`config.mk`:
```
export PLATFORM = sky130hd
export DESIGN_NAME = hazard_ctrl_flat
export DESIGN_NICKNAME = d
export VERILOG_FILES = /design/src/rtl/hazard_ctrl_pkg.sv /design/src/rtl/hazard_ctrl_if.sv /design/src/rtl/hazard_ctrl_md_timer.sv /design/src/rtl/hazard_ctrl.sv /design/src/flat_wrapper.sv
export SDC_FILE = /design/constraint.sdc
export NUM_CORES = 1
export LEC_CHECK = 0
export CORE_UTILIZATION = 35
export DETAILED_ROUTE_END_ITERATION = 10
export HOLD_SLACK_MARGIN = 0.08
export PLACE_DENSITY = 0.65
export SLEW_MARGIN = 20
export SYNTH_ARGS = -nofsm -noshare
export SYNTH_HDL_FRONTEND = slang
export SYNTH_SLANG_ARGS = --single-unit
```
`constraint.sdc`:
```
create_clock -name clock -period 4.8 [get_ports clock]
set_input_delay 0.96 -clock clock [delete_from_list [all_inputs] [get_ports clock]]
set_output_delay 0.96 -clock clock [all_outputs]
set_load 0.01 [all_outputs]
```
`src/rtl/hazard_ctrl_pkg.sv`:
```
// Shared pipeline constants: opcode/funct codes, mult/div FSM encodings and the
// load-use hazard helper used by the hazard controller.
package hazard_ctrl_pkg;

  localparam logic [5:0] OP_SPECIAL = 6'h00;
  localparam logic [5:0] FN_MFHI    = 6'h10;
  localparam logic [5:0] FN_MTHI    = 6'h11;
  localparam logic [5:0] FN_MFLO    = 6'h12;
  localparam logic [5:0] FN_MTLO    = 6'h13;
  localparam logic [5:0] FN_MULT    = 6'h18;
  localparam logic [5:0] FN_MULTU   = 6'h19;
  localparam logic [5:0] FN_DIV     = 6'h1A;
  localparam logic [5:0] FN_DIVU    = 6'h1B;

  localparam logic [0:0] MD_IDLE = 1'b0;
  localparam logic [0:0] MD_BUSY = 1'b1;

  localparam int MD_LATENCY_DEF = 32;

  // $zero is never a real producer, so a load into r0 cannot create a hazard.
  function automatic logic load_use_hit(input logic       ex_memread,
                                        input logic [4:0] ex_rt,
                                        input logic [4:0] id_rs,
                                        input logic [4:0] id_rt,
                                        input logic       id_uses_rt);
    return ex_memread && (ex_rt != 5'd0) &&
           ((ex_rt == id_rs) || (id_uses_rt && (ex_rt == id_rt)));
  endfunction

endpackage

```
`src/rtl/hazard_ctrl_if.sv`:
```
// Pipeline <-> hazard controller signal bundle; the pipeline is the master,
// the hazard controller the slave.
interface hazard_ctrl_if;
  logic [4:0] ID_Rs;
  logic [4:0] ID_Rt;
  logic       ID_UsesRt;
  logic       ID_MDStart;
  logic       ID_ReadsHiLo;
  logic [4:0] EX_Rt;
  logic       EX_MemRead;
  logic       EX_BranchTaken;
  logic       stall;
  logic       stall2;
  logic       PC_Enable;
  logic       IF_ID_Flush;
  logic       ID_EX_Bubble;
  logic       MD_Busy;
  logic       MD_Done;

  modport master (
    output ID_Rs, ID_Rt, ID_UsesRt, ID_MDStart, ID_ReadsHiLo,
           EX_Rt, EX_MemRead, EX_BranchTaken,
    input  stall, stall2, PC_Enable, IF_ID_Flush, ID_EX_Bubble, MD_Busy, MD_Done
  );

  modport slave (
    input  ID_Rs, ID_Rt, ID_UsesRt, ID_MDStart, ID_ReadsHiLo,
           EX_Rt, EX_MemRead, EX_BranchTaken,
    output stall, stall2, PC_Enable, IF_ID_Flush, ID_EX_Bubble, MD_Busy, MD_Done
  );
endinterface

```
`src/rtl/hazard_ctrl_md_timer.sv`:
```
// Mult/div busy timer: IDLE/BUSY machine with an 8-bit down-counter that holds
// BUSY for MD_LATENCY cycles, then emits a one-cycle registered done pulse.
module md_timer
  import hazard_ctrl_pkg::*;
#(
  parameter int MD_LATENCY = MD_LATENCY_DEF
) (
  input  logic clock,
  input  logic reset,
  input  logic start,
  output logic busy,
  output logic done
);

  localparam logic [7:0] CNT_INIT = 8'(MD_LATENCY - 1);

  logic [0:0] state_q, state_d;
  logic [7:0] cnt_q, cnt_d;
  logic       done_q, done_d;

  always_comb begin
    state_d = state_q;
    cnt_d   = cnt_q;
    done_d  = 1'b0;
    if (state_q == MD_IDLE) begin
      if (start) begin
        state_d = MD_BUSY;
        cnt_d   = CNT_INIT;
      end
    end else begin
      // Leave on zero rather than decrementing, so the counter never wraps.
      if (cnt_q == 8'd0) begin
        state_d = MD_IDLE;
        done_d  = 1'b1;
      end else begin
        cnt_d = cnt_q - 8'd1;
      end
    end
  end

  always_ff @(posedge clock) begin
    if (reset) begin
      state_q <= MD_IDLE;
      cnt_q   <= 8'd0;
      done_q  <= 1'b0;
    end else begin
      state_q <= state_d;
      cnt_q   <= cnt_d;
      done_q  <= done_d;
    end
  end

  assign busy = (state_q == MD_BUSY);
  assign done = done_q;

endmodule

```
`src/rtl/hazard_ctrl.sv`:
```
// Pipeline hazard controller: load-use stall, mult/div busy stall, and
// branch-redirect flush/bubble generation.
module hazard_ctrl
  import hazard_ctrl_pkg::*;
#(
  parameter int MD_LATENCY = MD_LATENCY_DEF
) (
  input  logic          clock,
  input  logic          reset,
  hazard_ctrl_if.slave  hz
);

  logic load_use;
  logic stall;
  logic stall2;
  logic md_busy;
  logic md_done;
  logic md_start;

  assign load_use = load_use_hit(hz.EX_MemRead, hz.EX_Rt, hz.ID_Rs, hz.ID_Rt, hz.ID_UsesRt);

  // A redirect squashes the ID instruction anyway, so holding it would be wasted.
  assign stall  = load_use & ~hz.EX_BranchTaken;
  assign stall2 = md_busy & (hz.ID_MDStart | hz.ID_ReadsHiLo) & ~hz.EX_BranchTaken;

  assign md_start = hz.ID_MDStart & ~stall & ~stall2 & ~hz.EX_BranchTaken;

  md_timer #(
    .MD_LATENCY (MD_LATENCY)
  ) u_md_timer (
    .clock (clock),
    .reset (reset),
    .start (md_start),
    .busy  (md_busy),
    .done  (md_done)
  );

  assign hz.stall        = stall;
  assign hz.stall2       = stall2;
  assign hz.PC_Enable    = ~(stall | stall2);
  assign hz.IF_ID_Flush  = hz.EX_BranchTaken;
  assign hz.ID_EX_Bubble = stall | stall2 | hz.EX_BranchTaken;
  assign hz.MD_Busy      = md_busy;
  assign hz.MD_Done      = md_done;

endmodule

```
`src/flat_wrapper.sv`:
```
// flat-port wrapper written by rule: the top's interface ports become plain ports
module hazard_ctrl_flat import hazard_ctrl_pkg::*;
#(
  parameter int MD_LATENCY = MD_LATENCY_DEF
)
  (clock, reset, hz_ID_Rs, hz_ID_Rt, hz_ID_UsesRt, hz_ID_MDStart, hz_ID_ReadsHiLo, hz_EX_Rt, hz_EX_MemRead, hz_EX_BranchTaken, hz_stall, hz_stall2, hz_PC_Enable, hz_IF_ID_Flush, hz_ID_EX_Bubble, hz_MD_Busy, hz_MD_Done);
  hazard_ctrl_if hz_i ();
  input  logic clock;
  input  logic reset;
  input wire logic [$bits(hz_i.ID_Rs)-1:0] hz_ID_Rs;
  input wire logic [$bits(hz_i.ID_Rt)-1:0] hz_ID_Rt;
  input wire logic [$bits(hz_i.ID_UsesRt)-1:0] hz_ID_UsesRt;
  input wire logic [$bits(hz_i.ID_MDStart)-1:0] hz_ID_MDStart;
  input wire logic [$bits(hz_i.ID_ReadsHiLo)-1:0] hz_ID_ReadsHiLo;
  input wire logic [$bits(hz_i.EX_Rt)-1:0] hz_EX_Rt;
  input wire logic [$bits(hz_i.EX_MemRead)-1:0] hz_EX_MemRead;
  input wire logic [$bits(hz_i.EX_BranchTaken)-1:0] hz_EX_BranchTaken;
  output wire logic [$bits(hz_i.stall)-1:0] hz_stall;
  output wire logic [$bits(hz_i.stall2)-1:0] hz_stall2;
  output wire logic [$bits(hz_i.PC_Enable)-1:0] hz_PC_Enable;
  output wire logic [$bits(hz_i.IF_ID_Flush)-1:0] hz_IF_ID_Flush;
  output wire logic [$bits(hz_i.ID_EX_Bubble)-1:0] hz_ID_EX_Bubble;
  output wire logic [$bits(hz_i.MD_Busy)-1:0] hz_MD_Busy;
  output wire logic [$bits(hz_i.MD_Done)-1:0] hz_MD_Done;
  assign hz_i.ID_Rs = hz_ID_Rs;
  assign hz_i.ID_Rt = hz_ID_Rt;
  assign hz_i.ID_UsesRt = hz_ID_UsesRt;
  assign hz_i.ID_MDStart = hz_ID_MDStart;
  assign hz_i.ID_ReadsHiLo = hz_ID_ReadsHiLo;
  assign hz_i.EX_Rt = hz_EX_Rt;
  assign hz_i.EX_MemRead = hz_EX_MemRead;
  assign hz_i.EX_BranchTaken = hz_EX_BranchTaken;
  assign hz_stall = hz_i.stall;
  assign hz_stall2 = hz_i.stall2;
  assign hz_PC_Enable = hz_i.PC_Enable;
  assign hz_IF_ID_Flush = hz_i.IF_ID_Flush;
  assign hz_ID_EX_Bubble = hz_i.ID_EX_Bubble;
  assign hz_MD_Busy = hz_i.MD_Busy;
  assign hz_MD_Done = hz_i.MD_Done;
  hazard_ctrl #(.MD_LATENCY(MD_LATENCY)) u_core (.clock(clock), .reset(reset), .hz(hz_i));
endmodule
```
==> flow_summary.toml <==
[status]
outcome = "complete, no violations"

[cts]
htreeDepth = 1
cts_buffers = 3
clkTransAtPathRegs_ps = 70
ctsHoldBuffers = 0
clock_latency_ps = 270
clock_sinks = 10
cts_tree = "yes"
cts_resized = 0
cts_buffer_depth = 2
clockRootBuffer = "clkbuf_4"
post_cts_buffers = 0

[synthesis]
synth_top_family_by_area = "compound AO/OA/AOI/OAI gates"
synth.top_cell.area_share_pct = 24.8
synthMuxAreaShare_pct = 0
synthSimpleGateAreaFrac_pct = 27.0
yosys.area_share.xor_xnor_pct = 11.9
ys_warn_count = 0
ys_top_cells_by_count = "dfxtp_1 (10), xor2_1 (9), nor2_1 (7)"
yosysMostFrequentCell = "dfxtp_1"
synthTopCellsByArea = "dfxtp_1 (25%), xor2_1 (9.8%), a221oi_2 (3.7%)"
asyncSetResetFlopFracSynth_pct = 0
synth_adder_area_share_pct = 3.10
syn_inst = 90
synth_area_per_cell_um2 = 8.97
yosysSeqAreaShare_pct = 24.8
ys.flop_type = "dfxtp_1"
synthDistinctLibCells = 40
yosysTopAreaCell = "dfxtp_1"
syn_nets = 114
ys_ff_latch = 10
synth_compound_area_share_pct = 28.5
synth-edff-count = 0
netlist_area_um2 = 807

[power_and_ir_drop]
p_comb_share_pct = 39.5
p_sw_mw = 0.109
p_int_mw = 0.205
seqPwrFrac_pct = 35.6
leakagePower_nw = 0.420
peakVddDrop_mv = 0.155
p_per_area_nw_per_um2 = 275
switching_share_pct = 34.7
share_clk_of_total_power_pct = 24.9

[timing]
finClkSkew_ps = 3.02
setup_viol = 0
fmax_ghz = 0.247
slew_headroom_pct = 68.7
post-route-period-util_pct = 84.4
maxSlewViolCount = 0
worst_pin_slew_ps = 468
rsz0062_at_grt = "no"
finalHoldViolations = 0
period_needed_ps = 4050
tns_ps = 0

[finish]
drive_gt1_share_pct = 14.3
final_nets = 144
n_fill_cell = 204
multi_input_area_um2 = 569
regArea_um2 = 200
diodes = 0
stdcell_count = 147
area_growth_pct = 41.7

[job]
drv_cap = 0

[grt]
grt_usage_pct = 18.0
grt_pass1_vias = 768
gr-total-overflow = 0
grt_pass1_wl_um = 3470
grt_max_degree = 15
antenna_found_initial = 0

[setup_path]
startpoint = "hz_EX_Rt[0]"
start_kind = "primary input"
crit_path_max_fanout = 5
r2r_start = "u_core.u_md_timer.cnt_q[0]"
cp-end-kind = "output port"
cp.required_ps = 3840
path_class = "primary input to output port"
arrival_ps = 3090

[detailed_routing]
drtIter0Drc = 6
vias = 755
wl_per_cell_um = 13.1
drc_errors = 0
antenna_left = 0
vias_per_cell = 5.14
drt_wl_total_um = 1930
drt_pass1_iterations = 4

[die]
placementRows = 17
start_util_pct = 36.8
fp.dieArea_um2 = 2500
pin_count = 29
core_area_um2 = 2190
dieWidth_um = 50.0
die_y_um = 50.0

[min_path]
worstHoldStart = "u_core.u_md_timer.cnt_q[0]"
hp-class = "flip-flop to flip-flop"

[place]
dp_hpwl_um = 1570
io_buffers = 28
place_inst = 143
gp_congestion = 0.821
-- power by group through the flow --
stage / sequential (mW) / clock [mW] / combinational (mW)
3_5_place_dp: 0.114 / 0 / 0.124
3_3_place_gp: 0.113 / 0 / 0.123
4_1_cts: 0.112 / 0.0795 / 0.125
6_report: 0.112 / 0.0782 / 0.124
5_1_grt: 0.115 / 0.0838 / 0.139
2_1_floorplan: 0.108 / 0 / 0.0857
-- placed cells by master, fill, tap and decap left out, drive strengths merged --
master,synthesis,layout
a21o,1,1
xnor2,2,2
clkdlybuf4s50,0,28
xor2,9,9
a311oi,2,2
or4,3,3
nor4b,2,2
o21a,1,1
and2,2,2
or2,3,3
nor2b,1,1
nor4,2,2
a211o,1,1
ha,2,2
a22oi,1,1
a21boi,1,1
dfxtp,10,10
a221oi,3,3
nand3b,1,1
o211ai,3,3
a211oi,4,4
nand2b,3,3
nor2,7,7
nor3b,1,1
clkbuf,2,4
o21ai,5,5
a41oi,1,1
inv,6,6
nand2,4,4
a21oi,2,2
nor3,2,2
nand3,2,2
-- sequential cells by signal, indices dropped and copies added, names as in the netlist --
register                 flops
u_core.u_md_timer.cnt_q      8
u_core.u_md_timer.busy       1
u_core.u_md_timer.done       1
-- kinds of logic (layout without fill, tap and decap cells) --
logic type / Yosys count / in the layout
and+or+nand+nor: 33 / 33
AOI/OAI and AO/OA: 25 / 25
xor gates and xnor gates: 11 / 11
DFF: 10 / 10
buffers and inverters: 9 / 38
adders and majority gates: 2 / 2
-- path summary, 6_finish.rpt --
check,end,cells after the start,slack (ps)
max,hz_PC_Enable,6,750
min,u_core.u_md_timer.cnt_q[0],1,550
max reg2reg,u_core.u_md_timer.cnt_q[6],7,2920
min reg2reg,u_core.u_md_timer.cnt_q[0],1,550
-- stage by stage --
| step | area [µm²] | setup WS, ps | util [%] | power, mW | hold WS (ps) |
|---|---|---|---|---|---|
| finish | 1140 | 750 | 52.2 | 0.314 | 553 |
| CTS | 1140 | 757 | 52.2 | 0.316 | 560 |
| global placement | 1110 | 742 | 50.5 | 0.236 | 528 |
| detailed placement | 1110 | 768 | 50.5 | 0.238 | 545 |
| global route | 1140 | 599 | 52.2 | 0.338 | 612 |
| floorplan | 807 | 1820 | - | 0.194 | 500 |
-- critical path, cell delays in order --
cell and delay (ps):
clkdlybuf4s50_1 480, or4_1 560, o211ai_2 200, or2_1 210, and2_1 150, clkdlybuf4s50_1 530
-- routing by layer --
metal | up-vias | track usage [%] | share of wire (%)
li1 | 390 | - | -
met1 | 349 | 23.0 | 47
met2 | 14 | 30.2 | 49
met3 | 2 | 4.63 | 3.1
met4 | 0 | 2.86 | 0.72
met5 | - | 0 | 0
-- layout make-up --
type	instances	share of cell area, %
Multi-Input combinational cell	71	49.8
Tap cell	28	3.06
Sequential cell	10	17.5
Timing Repair Buffer	28	24.5
Inverter	6	1.97
Clock buffer	4	3.17
No activity file was read; power rests on OpenSTA's default activity.
